===== src/rtl/piano_pkg.sv =====
// Shared types for the piano datapath: key/chord vector width and helpers.
// The divider stage imports this too, so chord widths match by construction.
package piano_pkg;

  localparam int N_KEYS = 8;

  typedef logic [N_KEYS-1:0] key_vec_t;

  // Counter width for a modulus of n, never narrower than one bit.
  function automatic int cnt_width(input int n);
    return (n > 1) ? $clog2(n) : 1;
  endfunction

endpackage


===== src/rtl/key_debounce_bit.sv =====
// One key: 2-FF synchroniser, tick-driven stability counter, debounced level
// and one-cycle press/release pulses.
module key_debounce_bit
  import piano_pkg::*;
#(
  parameter int STABLE_TICKS = 10
) (
  input  logic clk,
  input  logic rst,
  input  logic tick,
  input  logic raw,
  output logic level,
  output logic on,
  output logic off
);

  localparam int             DW   = cnt_width(STABLE_TICKS);
  localparam logic [DW-1:0]  LAST = DW'(STABLE_TICKS - 1);

  logic          r_sync1;
  logic          r_sync2;
  logic [DW-1:0] r_dcnt;
  logic          r_level;
  logic          r_on;
  logic          r_off;

  // NOTE: every register here uses <= so all reads see pre-edge values.
  always_ff @(posedge clk) begin
    if (rst) begin
      r_sync1 <= 1'b0;
      r_sync2 <= 1'b0;
      r_dcnt  <= '0;
      r_level <= 1'b0;
      r_on    <= 1'b0;
      r_off   <= 1'b0;
    end else begin
      r_sync1 <= raw;
      r_sync2 <= r_sync1;
      r_on    <= 1'b0;
      r_off   <= 1'b0;
      if (tick) begin
        if (r_sync2 == r_level) begin
          r_dcnt <= '0;
        end else if (r_dcnt == LAST) begin
          // Counter stops at LAST and clears on acceptance, so it never wraps.
          r_level <= r_sync2;
          r_dcnt  <= '0;
          r_on    <= r_sync2;
          r_off   <= ~r_sync2;
        end else begin
          r_dcnt <= r_dcnt + DW'(1);
        end
      end
    end
  end

  assign level = r_level;
  assign on    = r_on;
  assign off   = r_off;

endmodule


===== src/rtl/key_debounce.sv =====
// Piano front end: shared debounce prescaler plus one debouncer per key,
// producing a clean chord vector and press/release/change strobes.
module key_debounce
  import piano_pkg::*;
#(
  parameter int TICK_DIV     = 50000,
  parameter int STABLE_TICKS = 10
) (
  input  logic     clk,
  input  logic     rst,
  input  key_vec_t keys_raw,
  output key_vec_t chord,
  output key_vec_t key_on,
  output key_vec_t key_off,
  output logic     chord_chg
);

  localparam int            PW     = cnt_width(TICK_DIV);
  localparam logic [PW-1:0] P_LAST = PW'(TICK_DIV - 1);

  logic [PW-1:0] r_pcnt;
  logic          w_tick;
  key_vec_t      w_level;
  key_vec_t      w_on;
  key_vec_t      w_off;

  // With TICK_DIV=1 the counter is pinned at 0 and the tick is always high.
  assign w_tick = (r_pcnt == P_LAST);

  always_ff @(posedge clk) begin
    if (rst) begin
      r_pcnt <= '0;
    end else if (w_tick) begin
      r_pcnt <= '0;
    end else begin
      r_pcnt <= r_pcnt + PW'(1);
    end
  end

  for (genvar i = 0; i < N_KEYS; i++) begin : g_key
    key_debounce_bit #(
      .STABLE_TICKS(STABLE_TICKS)
    ) u_bit (
      .clk  (clk),
      .rst  (rst),
      .tick (w_tick),
      .raw  (keys_raw[i]),
      .level(w_level[i]),
      .on   (w_on[i]),
      .off  (w_off[i])
    );
  end

  assign chord   = w_level;
  assign key_on  = w_on;
  assign key_off = w_off;

  // Reduced from the per-key pulse registers, so it shares their cycle and has no input path.
  assign chord_chg = |(w_on | w_off);

endmodule


===== config.mk =====
export PLATFORM = sky130hd
export DESIGN_NAME = key_debounce
export DESIGN_NICKNAME = d
export VERILOG_FILES = /design/src/rtl/piano_pkg.sv /design/src/rtl/key_debounce_bit.sv /design/src/rtl/key_debounce.sv
export SDC_FILE = /design/constraint.sdc
export NUM_CORES = 1
export LEC_CHECK = 0
export CAP_MARGIN = 20
export CORE_ASPECT_RATIO = 0.75
export CORE_MARGIN = 5
export CORE_UTILIZATION = 40
export DETAILED_ROUTE_END_ITERATION = 8
export GPL_TIMING_DRIVEN = 0
export HOLD_SLACK_MARGIN = 0.05
export SLEW_MARGIN = 20
export SYNTH_ARGS = -nofsm -noshare
export SYNTH_HDL_FRONTEND = slang
export SYNTH_SLANG_ARGS = --single-unit

===== constraint.sdc =====
create_clock -name clk -period 2.2 [get_ports clk]
set_input_delay 0.33 -clock clk [delete_from_list [all_inputs] [get_ports clk]]
set_output_delay 0.33 -clock clk [all_outputs]
set_load 0.03 [all_outputs]

# Word-level counts from Yosys, hierarchy flattened
# Index checks and enable logic that the tools add are counted.
# totals
output_inout_bits	25
inputBits	10
ff_bits	88
wordCells	135
# classes
n_bitwise	26
n_mux	16
add_sub_neg	9
n_eq_ne	17
reduce_logical	18
# op_table
cell	n
4-bit 2-to-1 mux	16
4-bit by 1-bit adder with 4-bit output, second input constant	8
4-bit equality test, second input constant	8
4-bit OR reduction	8
1-bit inverter	25
3-bit AND reduction	8
16-bit by 1-bit adder with 16-bit output, second input constant	1
16-bit equality test, second input constant	1
1-bit equality test	8
8-bit bitwise OR	1
8-bit OR reduction	1
2-bit OR reduction	1

# Logic depth before layout (Yosys ltp)
# Gate-level depths: netlist of the first run.
# logic_depth
ltp_word	3
mapped_depth	8
mapped_depth_nobuf	6

# Cells and area by module
# A second synthesis of the first run with hierarchy kept.
# hier_totals
cells_unflattened	373
area_unflattened_um2	3980.1
# modules_own_cells
module	area_per_inst_um2	cells_each	n_inst
key_debounce_bit	394.1	36	8
key_debounce	827.0	85	1

# Least setup slack after synthesis of the first run
# OpenSTA, ideal clock, no wires.
# synth_timing
kind	reg2reg
startpoint	register r_pcnt[0]
endpoint	register g_key[4].u_bit.r_dcnt[3]
slack_ps	405
n_path_buf	2
path_stages_with_launch	8
required_time_ps	2130
setup_time_ps	70
arrival_ps	1724
cell_sequence	dfxtp_1 ha_1 and3_2 buf_2 nand4_2 buf_2 or4_1 a21oi_1
# synth_via
elab_chain_len	1
# synth_rtl
element	line	text
start, declared	key_debounce.sv:21	logic [PW-1:0] r_pcnt;
start signal, assigned	key_debounce.sv:36	r_pcnt <= r_pcnt + PW'(1);
16-bit equality test	key_debounce.sv:28	assign w_tick = (r_pcnt == P_LAST);
end signal, assigned	key_debounce_bit.sv:51	r_dcnt <= r_dcnt + DW'(1);
end, declared	key_debounce_bit.sv:22	logic [DW-1:0] r_dcnt;
# Every way passes these cells.
# A chain may end at the register's enable or synchronous reset.

# Worst setup path after layout of the first run
# layout_timing
startpoint	register r_pcnt[0]
endpoint	register g_key[3].u_bit.r_on
# layout_via
elab_chain_len	3
# layout_rtl
element	line	text
16-bit equality test	key_debounce.sv:28	
1-bit inverter (no line)	--	
4-bit OR reduction (no line)	--	
end signal, assigned	key_debounce_bit.sv:48	r_on <= r_sync2;
end, declared	key_debounce_bit.sv:24	logic r_on;
# Every way passes these cells.

==> summary.txt, run 1 <==
Synth
  – Register area share after synthesis: 43.9%
  – Mean Syn Cell Area: 9.34 µm²
  – Yosys reg bits: 88
  – Synthesized cell area: 4020 µm²
  – Main synth FF type: dfxtp_1
  – Post-Synth Adder-Cell Area: 5.30%
  – Main combinational cell family by area after synthesis: simple AND/OR/NAND/NOR gates
  – Synth Area in Simple Gates: 29.1%
  – Post-synthesis cell count: 430
  – Synth Area in XOR/XNOR: 4.36%
  – Syn_nets: 457
  – Post-synth cell types: 42
  – Number of synthesized flops with an enable pin: 0
  – Mux cell area share after synthesis: 0%
  – Synth Area in Compound Gates: 9.50%
  – Asr flop ratio synth: 0%
  – Warnings from Yosys: 0

Setup path
  – CP max stage delay: 350 ps
  – Type of element capturing the critical path: flip-flop
  – Worst Path Required: 2440 ps
  – Slowest CP cell: dfxtp_1
  – Crit-path cells: ha_1 -> and3_2 -> buf_2 -> and4_1 -> buf_4 -> nand2b_2 -> buf_4 -> nor4bb_2
  – Crit path arrival time: 2290 ps
  – Crit Path Class: reg2reg
  – CP startpoint kind: flip-flop
  – CP Max Fanout: 10
  – Cell mode on critical path: buf_4

Timing
  – Worst setup margin: 150 ps
  – Setup TNS: 0 ps
  – Final hold vios: 0
  – Fmax: 0.488 GHz
  – Clk_skew: 7.40 ps
  – RSZ-0062 raised after global routing: false
  – Hold_ws: 438 ps
  – Final worst path period share: 93.2%
  – Post-layout minimum cycle time: 2050 ps
  – Final setup vio count: 0
  – Worst Max-Slew Pin Slew: 579 ps
  – Slew HR: 61.4%
  – Final Slew Violations: 0

Global route
  – GRT Total Usage: 14.8%
  – Vias in the first global route: 2955
  – Initial antenna violation count: 0
  – Largest net degree at the start of global routing: 15
  – First-pass GRT wire length: 14600 µm
  – GRT overflow: 0

Routing
  – Routed vias/inst: 5.12
  – Initial DRT Pass Iterations: 4
  – Initial DRC count: 136
  – Post-DR wirelength/cell: 14.4 µm
  – Post-route ant nets: 0
  – Via count: 3126
  – Residual DRC count: 0
  – Final WL: 8810 µm

Clock network
  – Setup bufs post-CTS: 0
  – CTS tree: yes
  – Clock slew at reported path FFs: 60 ps
  – H-tree depth: 3
  – Clk buf depth: 2
  – Clk sinks: 88
  – CTS root buf: clkbuf_16
  – Insertion delay to the later sink of the worst-skew pair: 340 ps
  – Num CTS Buffers: 9

Power
  – PD cells: 658 nW/µm²
  – Switching pwr: 0.672 mW
  – Worst VDD drop: 0.386 mV
  – Combinational cell fraction of total power: 2.7%
  – P_int: 2.52 mW
  – Leak Pwr: 1.73 nW
  – Sequential power share: 50.8%
  – Clk network pwr share: 46.5%
  – Sw Share: 21.0%

Final layout
  – Area delta synth->final: 20.8%
  – Fin area: 4850 µm²
  – NumNets Final: 502
  – Final core occ: 49.8%
  – Layout cells sized above 1: 13.8%
  – N_diodes: 0

Place
  – RePlAce Congestion: 0.804
  – Port Buf Inserts: 34
  – Total placed instance area: 4520 µm²
  – HPWL after detailed placement: 6390 µm
  – Placement Setup Slack: -50.8 ps

Hold path
  – HP Class: reg2reg

Die
  – Row count: 31
  – Chip Height: 96.8 µm
  – Die X: 126 µm
  – IO Pins: 35
  – Area of the core: 9740 µm²
  – Die ar.: 12200 µm²
  – Initial Util: 41.2%

Job
  – Max cap viols: 0

Status
  – Outcome: completed
==> worst paths after layout <==
check / cells past startpoint / to / slack (ps) / from
worst max register to register: 8 / g_key[3].u_bit.on / 150 / r_pcnt[0]
worst min-delay path: 1 / g_key[7].u_bit.r_sync2 / 440 / g_key[7].u_bit.r_sync1
worst min register to register: 1 / g_key[7].u_bit.r_sync2 / 440 / g_key[7].u_bit.r_sync1
worst max-delay path: 8 / g_key[3].u_bit.on / 150 / r_pcnt[0]
==> metal layers <==
| metal | GRT usage (%) | vias up | wire length, µm |
|---|---|---|---|
| li1 | - | 1583 | - |
| met1 | 20.2 | 1490 | 4470 |
| met2 | 22.1 | 41 | 3850 |
| met3 | 4.24 | 12 | 357 |
| met4 | 5.42 | 0 | 128 |
| met5 | 0 | - | 0 |
==> cell usage after synthesis, types with 8 or more instances <==
cell	number	area share [%]
dfxtp_1	88	44
a21oi_1	38	4.7
buf_4	24	4.5
nor2_1	22	2.1
nand2_1	21	2.0
o21ai_0	20	2.5
xnor2_1	18	3.9
ha_1	17	5.3
nand3_1	17	2.1
nand3b_1	16	3.0
nor2b_1	16	2.5
clkbuf_1	13	1.2
inv_1	12	1.1
nor4bb_1	12	3.0
nor3_1	11	1.4
nor4_1	10	1.6
or4_1	9	1.7
and3b_1	8	1.7
==> registers in the layout (all words and copies together) (netlist names) <==
name	count
g_key.u_bit.r_sync2	8
g_key.u_bit.off	8
g_key.u_bit.r_dcnt	32
g_key.u_bit.r_sync1	8
g_key.u_bit.level	8
r_pcnt	16
g_key.u_bit.on	8
==> kinds of logic (layout without fill, tap and decap cells) <==
logic type	after synthesis	in the layout
buf+inv	58	107
fa+ha+maj	17	17
compound gates	69	69
simple gates	178	178
flops	88	88
xor+xnor	20	20
==> per-stage QoR <==
step	cells	power, mW
finish	611	3.19
CTS	611	3.24
detailed placement	596	1.74
global route	611	3.32
floorplan	430	1.71
global placement	596	1.74
==> final cells by class <==
type	count	area [µm²]
Multi-Input combinational cell	284	1960
Sequential cell	88	1760
Clock inverter	5	58.8
Tap cell	132	165
Fill cell	904	4880
Inverter	12	45.0
Buffer	46	285
Clock buffer	10	229
Timing Repair Buffer	34	343
==> cell usage in the layout (no fill, tap or decap), types with 10 or more instances in the layout <==
| cell type | instances |
|---|---|
| nor4bb_1 | 10 |
| nand3b_1 | 16 |
| buf_4 | 26 |
| nor2_1 | 22 |
| xnor2_1 | 18 |
| nor3_1 | 11 |
| clkdlybuf4s50_1 | 33 |
| o21ai_0 | 20 |
| nor2b_1 | 16 |
| nand2_1 | 21 |
| ha_1 | 17 |
| nand3_1 | 17 |
| a21oi_1 | 38 |
| dfxtp_1 | 88 |
| inv_1 | 12 |
| clkbuf_1 | 12 |
==> timing repair <==
action,in CTS,in global routing
hold endpoints to repair,0,0
setup endpoints to repair,5,18
hold buffers,0,0
resized for setup,3,11
==> worst max-delay path, delay by kind of cell (launching register included) <==
family                   cells  cell delay, ps
flip-flops                   1             350
buffers and inverters        3             570
AND/OR/NAND/NOR              4             810
adder cells (fa/ha/maj)      1             210
==> power groups by stage <==
stage,Clock [mW],Sequential (mW),Combinational [mW]
after global routing,1.60,1.62,0.0963
after CTS,1.53,1.62,0.0858
after floorplan,0,1.66,0.0505
final,1.49,1.62,0.0853
after detailed placement,0,1.66,0.0853
after global placement,0,1.66,0.0836
(Power assumes the default switching activity.)
==> run 2, diff against run 1 <==
Settings changed: SLEW_MARGIN 20 to not set.
Clock period 2.2 ns to 2 ns, I/O delays scaled along.
==> summary.txt, run 2 (synthesized netlist as in run 1, its figures left out) <==
Die
  – Area of the core: 9740 µm²
  – Chip Height: 96.8 µm
  – Die X: 126 µm
  – IO Pins: 35
  – Initial Util: 41.2%
  – Row count: 31
  – Die ar.: 12200 µm²

Final layout
  – Layout Cells excl Fill: 611
  – Layout cells sized above 1: 15.4%
  – NumNets Final: 502
  – Largest Register: g_key.u_bit.r_dcnt
  – Most common cell after layout, fill and taps aside: dfxtp_1
  – Biggest regs: g_key.u_bit.r_dcnt: 32 flops, r_pcnt: 16 flops
  – N_diodes: 0
  – Area delta synth->final: 22.2%
  – Filler instances: 905
  – Final core occ: 50.4%
  – Commonest cells after routing, fill and taps aside: 84 x dfxtp_1, 38 x a21oi_1, 33 x clkdlybuf4s50_1
  – Fin area: 4910 µm²
  – Max reg flops: 32

Place
  – Port Buf Inserts: 34
  – Total placed instance area: 4520 µm²
  – HPWL after detailed placement: 6390 µm
  – DP Cell Count: 596
  – RePlAce Congestion: 0.804

Setup path
  – CP max stage delay: 360 ps
  – R2r worst-path depth: 7
  – CP top delay family: simple AND/OR/NAND/NOR gates
  – Critical R2R Launch: r_pcnt[5]
  – Crit-path cells: nor4b_4 -> buf_4 -> and4_1 -> buf_6 -> nand2b_4 -> buf_4 -> nor4b_1
  – Cell mode on critical path: buf_4
  – CP Max Fanout: 10
  – Slowest CP cell: dfxtp_2
  – Stages on worst setup path: 7
  – Type of element capturing the critical path: flip-flop
  – R2r endpoint: g_key[0].u_bit.off
  – Reg-to-reg setup timing slack: 90 ps
  – Crit Path Class: reg2reg
  – CP startpoint kind: flip-flop
  – Crit path arrival time: 2150 ps
  – CP bufs+invs: 3
  – Worst Path Required: 2240 ps

Clock network
  – CTS Hold Bufs: 0
  – Insertion delay to the later sink of the worst-skew pair: 340 ps
  – CTS root buf: clkbuf_16
  – Clk sinks: 88
  – Num CTS Buffers: 9
  – Clk buf depth: 2
  – Clock slew at reported path FFs: 60 ps
  – CTS tree: yes
  – H-tree depth: 3

Timing
  – Final Slew Violations: 0
  – Post-layout minimum cycle time: 1910 ps
  – Slew HR: 61.4%
  – Worst Max-Slew Pin Slew: 579 ps
  – Fmax: 0.523 GHz
  – Final setup vio count: 0
  – Final hold vios: 0
  – Clk_skew: 8.16 ps
  – Final worst path period share: 95.6%

Power
  – Tot Pwr: 3.52 mW
  – Clk network pwr share: 46.5%
  – PD cells: 717 nW/µm²
  – Sw Share: 21.1%
  – P_int: 2.78 mW
  – Leak Pwr: 1.74 nW
  – Worst VDD drop: 0.425 mV
  – Switching pwr: 0.741 mW
  – Combinational cell fraction of total power: 2.7%
  – Sequential power share: 50.8%

Routing
  – Initial DRC count: 144
  – Initial DRT Pass Iterations: 4
  – Top routing layer in use: met4
  – Post-route ant nets: 0
  – Via count: 3108
  – Final WL: 8910 µm
  – Wl on met1: 4560 µm
  – Post-DR wirelength/cell: 14.6 µm
  – WL met2: 3930 µm
  – Routed vias/inst: 5.09
  – Met3 WL: 289 µm
  – Residual DRC count: 0

Hold path
  – Hold Startpoint: r_pcnt[0]
  – Hold depth: 1
  – WHS Endpoint: r_pcnt[0]
  – HP Class: reg2reg

Global route
  – Initial antenna violation count: 0
  – GRT Total Usage: 14.7%
  – Vias in the first global route: 2933
  – GRT overflow: 0
  – Largest net degree at the start of global routing: 15
  – First-pass GRT wire length: 14500 µm

Status
  – Outcome: completed

Job
  – Max cap viols: 0
## run 2: worst max path at each step
stage,start,to,slack (ps)
CTS,r_pcnt[0],g_key[0].u_bit.r_dcnt[2],-50
floorplan,r_pcnt[0],g_key[4].u_bit.r_dcnt[3],210
global placement,r_pcnt[0],g_key[6].u_bit.on,-230
global route,r_pcnt[1],g_key[3].u_bit.on,-4
finish,r_pcnt[5],g_key[0].u_bit.off,90
detailed placement,r_pcnt[0],g_key[6].u_bit.on,-250
## run 2: cell type report
type	count	area (µm²)	share of cell area, %
multi-input cells	284	2010	41.0
flip-flops and latches	88	1770	36.0
repair buffers	35	347	7.06
plain buffers	45	287	5.84
clock buffers	10	229	4.66
well taps	132	165	3.36
clock inverters	5	58.8	1.20
inverters	12	45.0	0.918
## run 2: per-layer routing
metal | track usage [%] | vias to the layer above
met3 | 4.13 | 12
met5 | 0 | -
met1 | 20.2 | 1479
met4 | 5.25 | 0
li1 | - | 1582
met2 | 22.0 | 35
## run 2: power by group through the flow
stage	clock, mW	sequential, mW	combinational (mW)
final	1.63	1.79	0.0951
after floorplan	0	1.82	0.0555
after CTS	1.68	1.79	0.0956
after global placement	0	1.82	0.0919
after global routing	1.76	1.79	0.107
after detailed placement	0	1.82	0.0938
## run 2: per-stage QoR
step                worst slack [ps]  TNS, ps  hold slack, ps
finish                          88.5        0             429
CTS                            -54.8     -247             441
global placement                -230    -5130             421
floorplan                        205        0             414
global route                   -3.86    -6.79             445
detailed placement              -251    -6230             427
## run 2: what timing repair did
item | in CTS | in global routing
gates cloned | 0 | 0
gates resized for setup | 14 | 11
setup endpoints to repair | 43 | 39
setup buffers | 0 | 1
pin swaps | 0 | 0
## run 2: worst register-to-register path: stages, from the launching register on
cell	delay [ps]
dfxtp_2	360
nor4b_4	270
buf_4	190
and4_1	210
buf_6	170
nand2b_4	110
buf_4	210
nor4b_1	300
